**src/rtl/spi_pkg.sv**
```systemverilog
// spi_pkg: shared widths, FSM state encoding and defaults for the SPI mode-0 target.
//   SPI_BYTE_W        : bits per SPI frame byte
//   BIT_CNT_W         : width of the in-byte bit counter
//   state_t/IDLE/SHIFT: target FSM state encoding
//   DEFAULT_IDLE_BYTE : byte sent on MISO when nothing is queued
//   shift_in()        : MSB-first serial shift helper
package spi_pkg;

  localparam int unsigned SPI_BYTE_W = 8;
  localparam int unsigned BIT_CNT_W  = 3;

  typedef logic [0:0] state_t;
  localparam state_t IDLE  = 1'b0;
  localparam state_t SHIFT = 1'b1;

  localparam logic [SPI_BYTE_W-1:0] DEFAULT_IDLE_BYTE = 8'hff;

  // Append one serial bit below the bits already collected (MSB arrives first).
  function automatic logic [SPI_BYTE_W-2:0] shift_in(input logic [SPI_BYTE_W-2:0] cur,
                                                     input logic bit_in);
    return {cur[SPI_BYTE_W-3:0], bit_in};
  endfunction

endpackage

```
**src/rtl/sync_ff.sv**
```systemverilog
// sync_ff: multi-flop synchroniser for one asynchronous input bit.
//   clk    : destination clock
//   resetn : synchronous active-low reset; all flops load RESET_VAL
//   d      : asynchronous input
//   q      : synchronised output, SYNC_STAGES clk cycles behind d
// SYNC_STAGES must be 2 or more.
module sync_ff #(
  parameter int unsigned SYNC_STAGES = 2,
  parameter logic        RESET_VAL   = 1'b0
) (
  input  logic clk,
  input  logic resetn,
  input  logic d,
  output logic q
);

  logic [SYNC_STAGES-1:0] stages;

  always_ff @(posedge clk) begin
    if (!resetn) begin
      stages <= {SYNC_STAGES{RESET_VAL}};
    end else begin
      stages <= {stages[SYNC_STAGES-2:0], d};
    end
  end

  assign q = stages[SYNC_STAGES-1];

endmodule

```
**src/rtl/spi_target.sv**
```systemverilog
// spi_target: SPI mode-0 target with oversampled pins, byte receive port and
// one-byte transmit holding register.
//   clk, resetn          : system clock, synchronous active-low reset
//   spi_clk/cs/mosi      : SPI pins from the controller (asynchronous to clk)
//   spi_miso, spi_miso_oe: MISO data and its output enable (high while selected)
//   rx_data/valid/ready  : received-byte port, valid/ready handshake
//   tx_data/valid/ready  : transmit-byte port into the holding register
//   overrun, overrun_clr : sticky dropped-byte flag and its clear
//   busy                 : chip select asserted (synchronised)
// Optional build macro SPI_TARGET_ECHO_EN: with an empty holding register the
// previously received byte is sent instead of IDLE_BYTE.
// SCK high and low phases must each last at least SYNC_STAGES+2 clk cycles.
module spi_target
  import spi_pkg::*;
#(
  parameter int unsigned            SYNC_STAGES = 2,
  parameter logic [SPI_BYTE_W-1:0]  IDLE_BYTE   = DEFAULT_IDLE_BYTE
) (
  input  logic                  clk,
  input  logic                  resetn,
  input  logic                  spi_clk,
  input  logic                  spi_cs,
  input  logic                  spi_mosi,
  output logic                  spi_miso,
  output logic                  spi_miso_oe,
  output logic [SPI_BYTE_W-1:0] rx_data,
  output logic                  rx_valid,
  input  logic                  rx_ready,
  input  logic [SPI_BYTE_W-1:0] tx_data,
  input  logic                  tx_valid,
  output logic                  tx_ready,
  output logic                  overrun,
  input  logic                  overrun_clr,
  output logic                  busy
);

  // ---------------------------------------------------------------------------
  // Pin synchronisers and SCK edge detection
  // ---------------------------------------------------------------------------
  logic sck_s, cs_s, mosi_s;
  logic sck_q;

  sync_ff #(.SYNC_STAGES(SYNC_STAGES), .RESET_VAL(1'b0)) u_sync_sck (
    .clk    (clk),
    .resetn (resetn),
    .d      (spi_clk),
    .q      (sck_s)
  );

  sync_ff #(.SYNC_STAGES(SYNC_STAGES), .RESET_VAL(1'b1)) u_sync_cs (
    .clk    (clk),
    .resetn (resetn),
    .d      (spi_cs),
    .q      (cs_s)
  );

  sync_ff #(.SYNC_STAGES(SYNC_STAGES), .RESET_VAL(1'b0)) u_sync_mosi (
    .clk    (clk),
    .resetn (resetn),
    .d      (spi_mosi),
    .q      (mosi_s)
  );

  always_ff @(posedge clk) begin
    if (!resetn) begin
      sck_q <= 1'b0;
    end else begin
      sck_q <= sck_s;
    end
  end

  logic sck_rise, sck_fall;
  assign sck_rise = sck_s & ~sck_q;
  assign sck_fall = ~sck_s & sck_q;

  // ---------------------------------------------------------------------------
  // State
  // ---------------------------------------------------------------------------
  state_t                 state;
  logic [BIT_CNT_W-1:0]   bit_cnt;
  logic [SPI_BYTE_W-2:0]  shift_rx;   // seven bits suffice: the eighth is mosi_s itself
  logic [SPI_BYTE_W-1:0]  shift_tx;
  logic [SPI_BYTE_W-1:0]  tx_hold;
  logic                   hold_full;

  logic                   selected;
  logic                   byte_done;
  logic                   reload;
  logic                   tx_load;
  logic                   rx_take;
  logic [SPI_BYTE_W-1:0]  rx_byte;
  logic [SPI_BYTE_W-1:0]  empty_byte;
  logic [SPI_BYTE_W-1:0]  reload_byte;

  assign selected  = (state == SHIFT) && !cs_s;
  assign byte_done = selected && sck_rise && (bit_cnt == BIT_CNT_W'(SPI_BYTE_W - 1));
  assign rx_byte   = {shift_rx, mosi_s};

  // shift_tx is refilled on frame start and on the SCK fall that ends a byte.
  assign reload = ((state == IDLE) && !cs_s) ||
                  (selected && sck_fall && (bit_cnt == '0));

  assign tx_load  = tx_valid && !hold_full;
  assign tx_ready = !hold_full;

  // A byte completing while the consumer is accepting the old one still lands.
  assign rx_take = !rx_valid || rx_ready;

`ifdef SPI_TARGET_ECHO_EN
  logic [SPI_BYTE_W-1:0] last_rx;

  always_ff @(posedge clk) begin
    if (!resetn) begin
      last_rx <= '0;
    end else if (byte_done) begin
      last_rx <= rx_byte;
    end
  end

  assign empty_byte = last_rx;
`else
  assign empty_byte = IDLE_BYTE;
`endif

  // Reload sees the holding register as it was before any same-cycle load.
  assign reload_byte = hold_full ? tx_hold : empty_byte;

  // ---------------------------------------------------------------------------
  // Transmit holding register
  // ---------------------------------------------------------------------------
  always_ff @(posedge clk) begin
    if (!resetn) begin
      tx_hold   <= '0;
      hold_full <= 1'b0;
    end else if (tx_load) begin
      tx_hold   <= tx_data;
      hold_full <= 1'b1;
    end else if (reload) begin
      hold_full <= 1'b0;
    end
  end

  // ---------------------------------------------------------------------------
  // FSM and shift registers
  // ---------------------------------------------------------------------------
  always_ff @(posedge clk) begin
    if (!resetn) begin
      state    <= IDLE;
      bit_cnt  <= '0;
      shift_rx <= '0;
      shift_tx <= '0;
    end else begin
      case (state)
        IDLE: begin
          if (!cs_s) begin
            state    <= SHIFT;
            bit_cnt  <= '0;
            shift_tx <= reload_byte;
          end
        end
        SHIFT: begin
          if (cs_s) begin
            // Frame aborted or ended: partial rx bits and shift_tx are dropped.
            state   <= IDLE;
            bit_cnt <= '0;
          end else if (sck_rise) begin
            shift_rx <= shift_in(shift_rx, mosi_s);
            bit_cnt  <= bit_cnt + 1'b1;
          end else if (sck_fall) begin
            if (bit_cnt != '0) begin
              shift_tx <= {shift_tx[SPI_BYTE_W-2:0], 1'b0};
            end else begin
              shift_tx <= reload_byte;
            end
          end
        end
        default: begin
          state <= IDLE;
        end
      endcase
    end
  end

  // ---------------------------------------------------------------------------
  // Receive port and overrun flag
  // ---------------------------------------------------------------------------
  always_ff @(posedge clk) begin
    if (!resetn) begin
      rx_data  <= '0;
      rx_valid <= 1'b0;
      overrun  <= 1'b0;
    end else begin
      if (byte_done && rx_take) begin
        rx_data  <= rx_byte;
        rx_valid <= 1'b1;
      end else if (rx_valid && rx_ready) begin
        rx_valid <= 1'b0;
      end

      // Setting takes priority over a simultaneous clear.
      if (byte_done && !rx_take) begin
        overrun <= 1'b1;
      end else if (overrun_clr) begin
        overrun <= 1'b0;
      end
    end
  end

  // ---------------------------------------------------------------------------
  // Outputs
  // ---------------------------------------------------------------------------
  assign spi_miso    = (state == SHIFT) ? shift_tx[SPI_BYTE_W-1] : 1'b1;
  assign spi_miso_oe = (state == SHIFT);
  assign busy        = (state == SHIFT);

endmodule

```
**config.mk**
```make
export PLATFORM = sky130hd
export DESIGN_NAME = spi_target
export DESIGN_NICKNAME = d
export VERILOG_FILES = /design/src/rtl/spi_pkg.sv /design/src/rtl/sync_ff.sv /design/src/rtl/spi_target.sv
export SDC_FILE = /design/constraint.sdc
export NUM_CORES = 1
export LEC_CHECK = 0
export CAP_MARGIN = 10
export CORE_MARGIN = 5
export CORE_UTILIZATION = 35
export CTS_CLUSTER_SIZE = 16
export DETAILED_ROUTE_END_ITERATION = 8
export PLACE_DENSITY = 0.68
export SLEW_MARGIN = 5
export SYNTH_ARGS = -nofsm -noshare
export SYNTH_HDL_FRONTEND = slang
export SYNTH_SLANG_ARGS = --single-unit
```
**constraint.sdc**
```tcl
create_clock -name clk -period 1.5 [get_ports clk]
set_clock_uncertainty 0.05 [all_clocks]
set_input_delay 0.15 -clock clk [delete_from_list [all_inputs] [get_ports clk]]
set_output_delay 0.15 -clock clk [all_outputs]
set_load 0.05 [all_outputs]
```
==> Word level (Yosys, flattened, before mapping) <==
Cells that the tools add are included.
{ "word_totals": {"ff_bits": 45, "out_inout_bits": 14, "input_bits": 16} }
{ "op_classes": {"n_reduce_logical": 24, "bitwise_logic": 6, "n_mux": 19, "n_addsub": 1, "eq_ne": 6} }
{ "op_table": {"columns": ["cell", "count"], "rows": [
  ["$mux 8", 6],
  ["$pmux 8 s2", 1],
  ["$logic_and 1x1->1", 10],
  ["$mux 3", 3],
  ["$mux 1", 8],
  ["$ne 2x2->1 const B", 4],
  ["$pmux 3 s2", 1],
  ["$reduce_bool 2->1", 3],
  ["$logic_not 1->1", 4],
  ["$not 1->1", 4],
  ["$reduce_and 4->1", 1],
  ["$add 3x1->3 const B", 1],
  ["$eq 3x3->1 const B", 1],
  ["$logic_not 3->1", 1],
  ["$ne 3x2->1 const B", 1],
  ["$reduce_and 3->1", 1],
  ["$reduce_bool 3->1", 1],
  ["$and 1x1->1", 2],
  ["$logic_or 1x1->1", 2],
  ["$reduce_and 2->1", 1]
]} }

==> Longest topological paths before layout <==
{ "logic_depth": {"depth_word": 7, "mapped_depth": 7} }

==> Modules after synthesis <==
Synthesis repeated with hierarchy kept, for this count alone.
{ "hier_totals": {"hier_cells": 192, "area_unflattened_um2": 1838.0} }
{ "by_module_without_submodules": {"columns": ["mod", "n_inst", "seq_area_each_um2", "cells_each", "area_each_um2"], "rows": [
  ["spi_target", 1, 780.7, 180, 1680.4],
  ["sync_ff", 3, 40.0, 4, 52.6]
]} }

==> Worst setup path before layout <==
No wires, ideal clock.
{ "synth_path": {"path_kind": "reg-to-reg", "startpoint": "reg state, in the netlist busy", "endpoint": "reg rx_data[6]", "t_arrival_ns": 1.491, "required_time_ns": 1.334, "stages_incl_launch_ff": 6, "slack_ns": -0.157, "path_cell_list": "dfxtp_1 > and4bb_4 > nand3_4 > buf_6 > nand3_1 > o21ai_2"} }
{ "synth_between": {"elab_chain_cells": 4} }
{ "synth_rtl": {"columns": ["item", "line_no", "source"], "rows": [
  ["from (decl)", "spi_target.sv:79", "state_t state;"],
  ["from (signal assigned)", "spi_target.sv:148", "state <= IDLE;"],
  ["from (signal assigned)", "spi_target.sv:156", "state <= SHIFT;"],
  ["from (signal assigned)", "spi_target.sv:164", "state <= IDLE;"],
  ["$logic_and 1x1->1", "spi_target.sv:95", "assign selected = (state == SHIFT) && !cs_s;"],
  ["$logic_and 1x1->1 (2 in a row)", "spi_target.sv:96", "assign byte_done = selected && sck_rise && (bit_cnt == BIT_CNT_W'(SPI_BYTE_W - 1));"],
  ["$logic_and 1x1->1", "spi_target.sv:193", "if (byte_done && rx_take) begin"],
  ["to (signal assigned)", "spi_target.sv:194", "rx_data <= rx_byte;"],
  ["to (decl)", "spi_target.sv:26", "output logic [SPI_BYTE_W-1:0] rx_data,"]
]} }
Every way passes these cells.
A chain may end at the register's enable or synchronous reset.

==> Worst setup path in the final report <==
{ "layout_path": {"startpoint": "reg state, in the netlist busy", "endpoint": "out spi_miso"} }
{ "layout_between": {"elab_chain_cells": 1} }
{ "layout_rtl": {"columns": ["item", "line_no", "source"], "rows": [
  ["$mux 1", "spi_target.sv:212", "assign spi_miso = (state == SHIFT) ? shift_tx[SPI_BYTE_W-1] : 1'b1;"],
  ["to (decl)", "spi_target.sv:24", "output logic spi_miso,"]
]} }
Every way passes these cells.

==> flow_summary.ini <==
[yosys]
synth_ff_type = dfxtp_1
synth_most_common_cell = dfxtp_1
ys_seq_area_share_pct = 48.91
synth_edf_count = 0
syn_nets = 212
synthesis.area_um2 = 1842
yosys_warnings = 0
ys_seq_elements = 45
post_synth_num_cell_types = 31
syn_inst = 193
async_reset_ff_share_pct = 0
yosys.area.top_type = dfxtp_1
syn_area_per_cell_um2 = 9.543
synthTopCellsByCount = dfxtp_1, nand2_1, nor2b_1
synth.area.top_cells = dfxtp_1, nand2_1, o21ai_2
synth_top_area_share_pct = 48.91

[die]
start_util_pct = 36.06
fp-row-count = 26
die_height_um = 82.54
dieArea_um2 = 6813
ios = 30
die_w_um = 82.54
fp.coreArea_um2 = 5107

[timing]
layout_setup_ws_ns = 0.07654
slew_viol_final = 0
tightestPinTransition_ns = 0.4082
fin_hold_ws_ns = 0.3596
setup_viol = 0
fmax_mhz = 702.5
finalCritPeriodShare_pct = 94.90
min_period_ns = 1.423
tns_ns = 0
finalHoldViolCount = 0
slew_headroom_pct = 72.50

[power]
p_clk_share_pct = 35.1
sw_frac_of_total_pct = 22.90
leakage_nw = 0.8889
intPower_mw = 1.697
p_total_mw = 2.200
p_switching_uw = 503.9
combPwrFrac_pct = 8.3
pwr-share-seq_pct = 56.6
power_density_nw_per_um2 = 936.5
vdd.ir_drop.worst_v = 0.0006350

[setup_path]
cp_max_fo = 6
worstPathCellList = buf_4 -> or2b_1 -> buf_4
slowest_stage = dfxtp_4
start_kind = flop
endpoint_kind = output port
ff2ff_path_depth = 7
cpPeakStageDelay_ns = 0.38
arrival_ns = 1.22
critPathKind = reg -> out
required_ns = 1.30
cp_common_cell = buf_4

[placed_design]
dpl_cell_area_um2 = 2227
dp_cells = 289
port_buffers = 29
dpl.hpwl_um = 2432
dp_slack_ns = 0.08069
gp_congestion = 0.7180

[cells_and_area]
drive_above_1_share_pct = 22.47
fin_cells = 297
fill_cells = 512
nets = 245
area_growth_pct = 27.58
final_util_pct = 46.01
fin_area_um2 = 2350
n_antenna_cell = 0

[route]
ant_nets = 0
viasPerCell = 4.744
drt_iter0_drc = 58
wl_per_cell_um = 11.26
drt_wl_total_um = 3345
vias = 1409
drt_pre_antenna_iters = 4
drcViolationCount = 0

[cts]
cts_root_buf = clkbuf_8
clock-sinks = 45
cts_buffers = 5
cts_tree = yes
clockBufferDepth = 2
cts.clk_slew.worst_paths_ns = 0.08
clk_latency_ns = 0.29
cts-htree-levels = 2
cts_setup_buffers = 0

[worst_hold_path]
hold-path-cell-count = 3
hp-class = in -> reg

[grt]
grt_pass1_wl_um = 5699
grt_pass1_vias = 1341
antenna_found_initial = 0
grt_start_max_net_pins = 27
gr-total-overflow = 0
grt.total_usage_pct = 10.79

[job]
cap_violations = 0

[outcome]
status = finished, final reports clean
## registers in the layout (all words and copies together) (netlist names)
register,flops
rx_data,8
shift_tx,8
tx_hold,8
shift_rx,7
bit_cnt,3
u_sync_cs.stages,2
u_sync_mosi.stages,2
u_sync_sck.stages,2
busy,1
hold_full,1
overrun,1
rx_valid,1
sck_q,1
## path summary, 6_finish.rpt
| path | from | to | slack (ns) |
|---|---|---|---|
| worst max-delay path | busy | spi_miso | 0.08 |
| worst min-delay path | tx_data[6] | tx_hold[6] | 0.36 |
| worst max register to register | bit_cnt[0] | shift_tx[7] | 0.08 |
| worst min register to register | u_sync_cs.stages[0] | u_sync_cs.stages[1] | 0.36 |
## layout make-up
type                            count  area [µm²]  area share, %
Clock buffer                        6       82.58          3.514
Sequential cell                    45       905.9          38.55
Multi-Input combinational cell    131       868.3          36.95
Tap cell                           70       87.58          3.727
Clock inverter                      2       13.76         0.5857
Timing Repair Buffer               38       372.9          15.87
Inverter                            5       18.77         0.7987
## layout by cell type (no fill, tap or decap), types with 2 or more instances in the layout
cell type        synthesis  routed
o21ai_0                  2       2
nand2b_1                 7       7
and2_1                   6       6
a21boi_0                 9       9
buf_4                    1      19
buf_12                   1       4
nor3b_2                  0       3
mux2i_1                  7       7
inv_1                    4       4
ha_1                     3       3
o21ai_2                  9       9
nand2_1                 33      33
nor3b_1                  8       5
a22oi_1                  2       2
clkbuf_8                 0       6
o32ai_1                  7       6
clkdlybuf4s50_1          0      15
nand3_1                  8       8
nor2_1                   9       9
nor2b_1                 12      12
dfxtp_1                 45      43
## critical path, delay by kind of cell, from the launching register on
family	cells	cell delay [ns]
buffers and inverters	2	0.33
and+or+nand+nor	1	0.22
DFF	1	0.38
## kinds of logic (layout without fill, tap and decap cells)
family	after synthesis	count (layout)	share of synthesized area [%]
buffers and inverters	17	51	5.162
and+or+nand+nor	87	87	25.34
adders and majority gates	3	3	2.038
AOI/OAI and AO/OA	34	34	14.74
DFF	45	45	48.91
muxes	7	7	3.804
## power by group through the flow
stage          logic (mW)  clock network, mW  registers (mW)
6_report            0.183              0.772            1.25
5_1_grt             0.200              0.857            1.25
4_1_cts             0.180              0.806            1.25
3_5_place_dp        0.179                  0            1.27
3_3_place_gp        0.179                  0            1.27
2_1_floorplan      0.0963                  0            1.27
## metal layers
metal | vias to the layer above | track usage [%] | wire length, µm | part of all wire (%)
met2 | 29 | 17.23 | 1577 | 47
met3 | 6 | 3.145 | 131 | 3.9
met4 | 0 | 4.902 | 65 | 1.9
met1 | 657 | 13.41 | 1571 | 47
met5 | - | 0 | 0 | 0
li1 | 717 | - | - | -
## what timing repair did
action / in CTS / in global routing
endpoints found under the setup margin: 0 / 4
resized for setup: 0 / 6
endpoints found under the hold margin: 0 / 0
hold buffers: 0 / 0
Power figures use the tool's default switching activity.
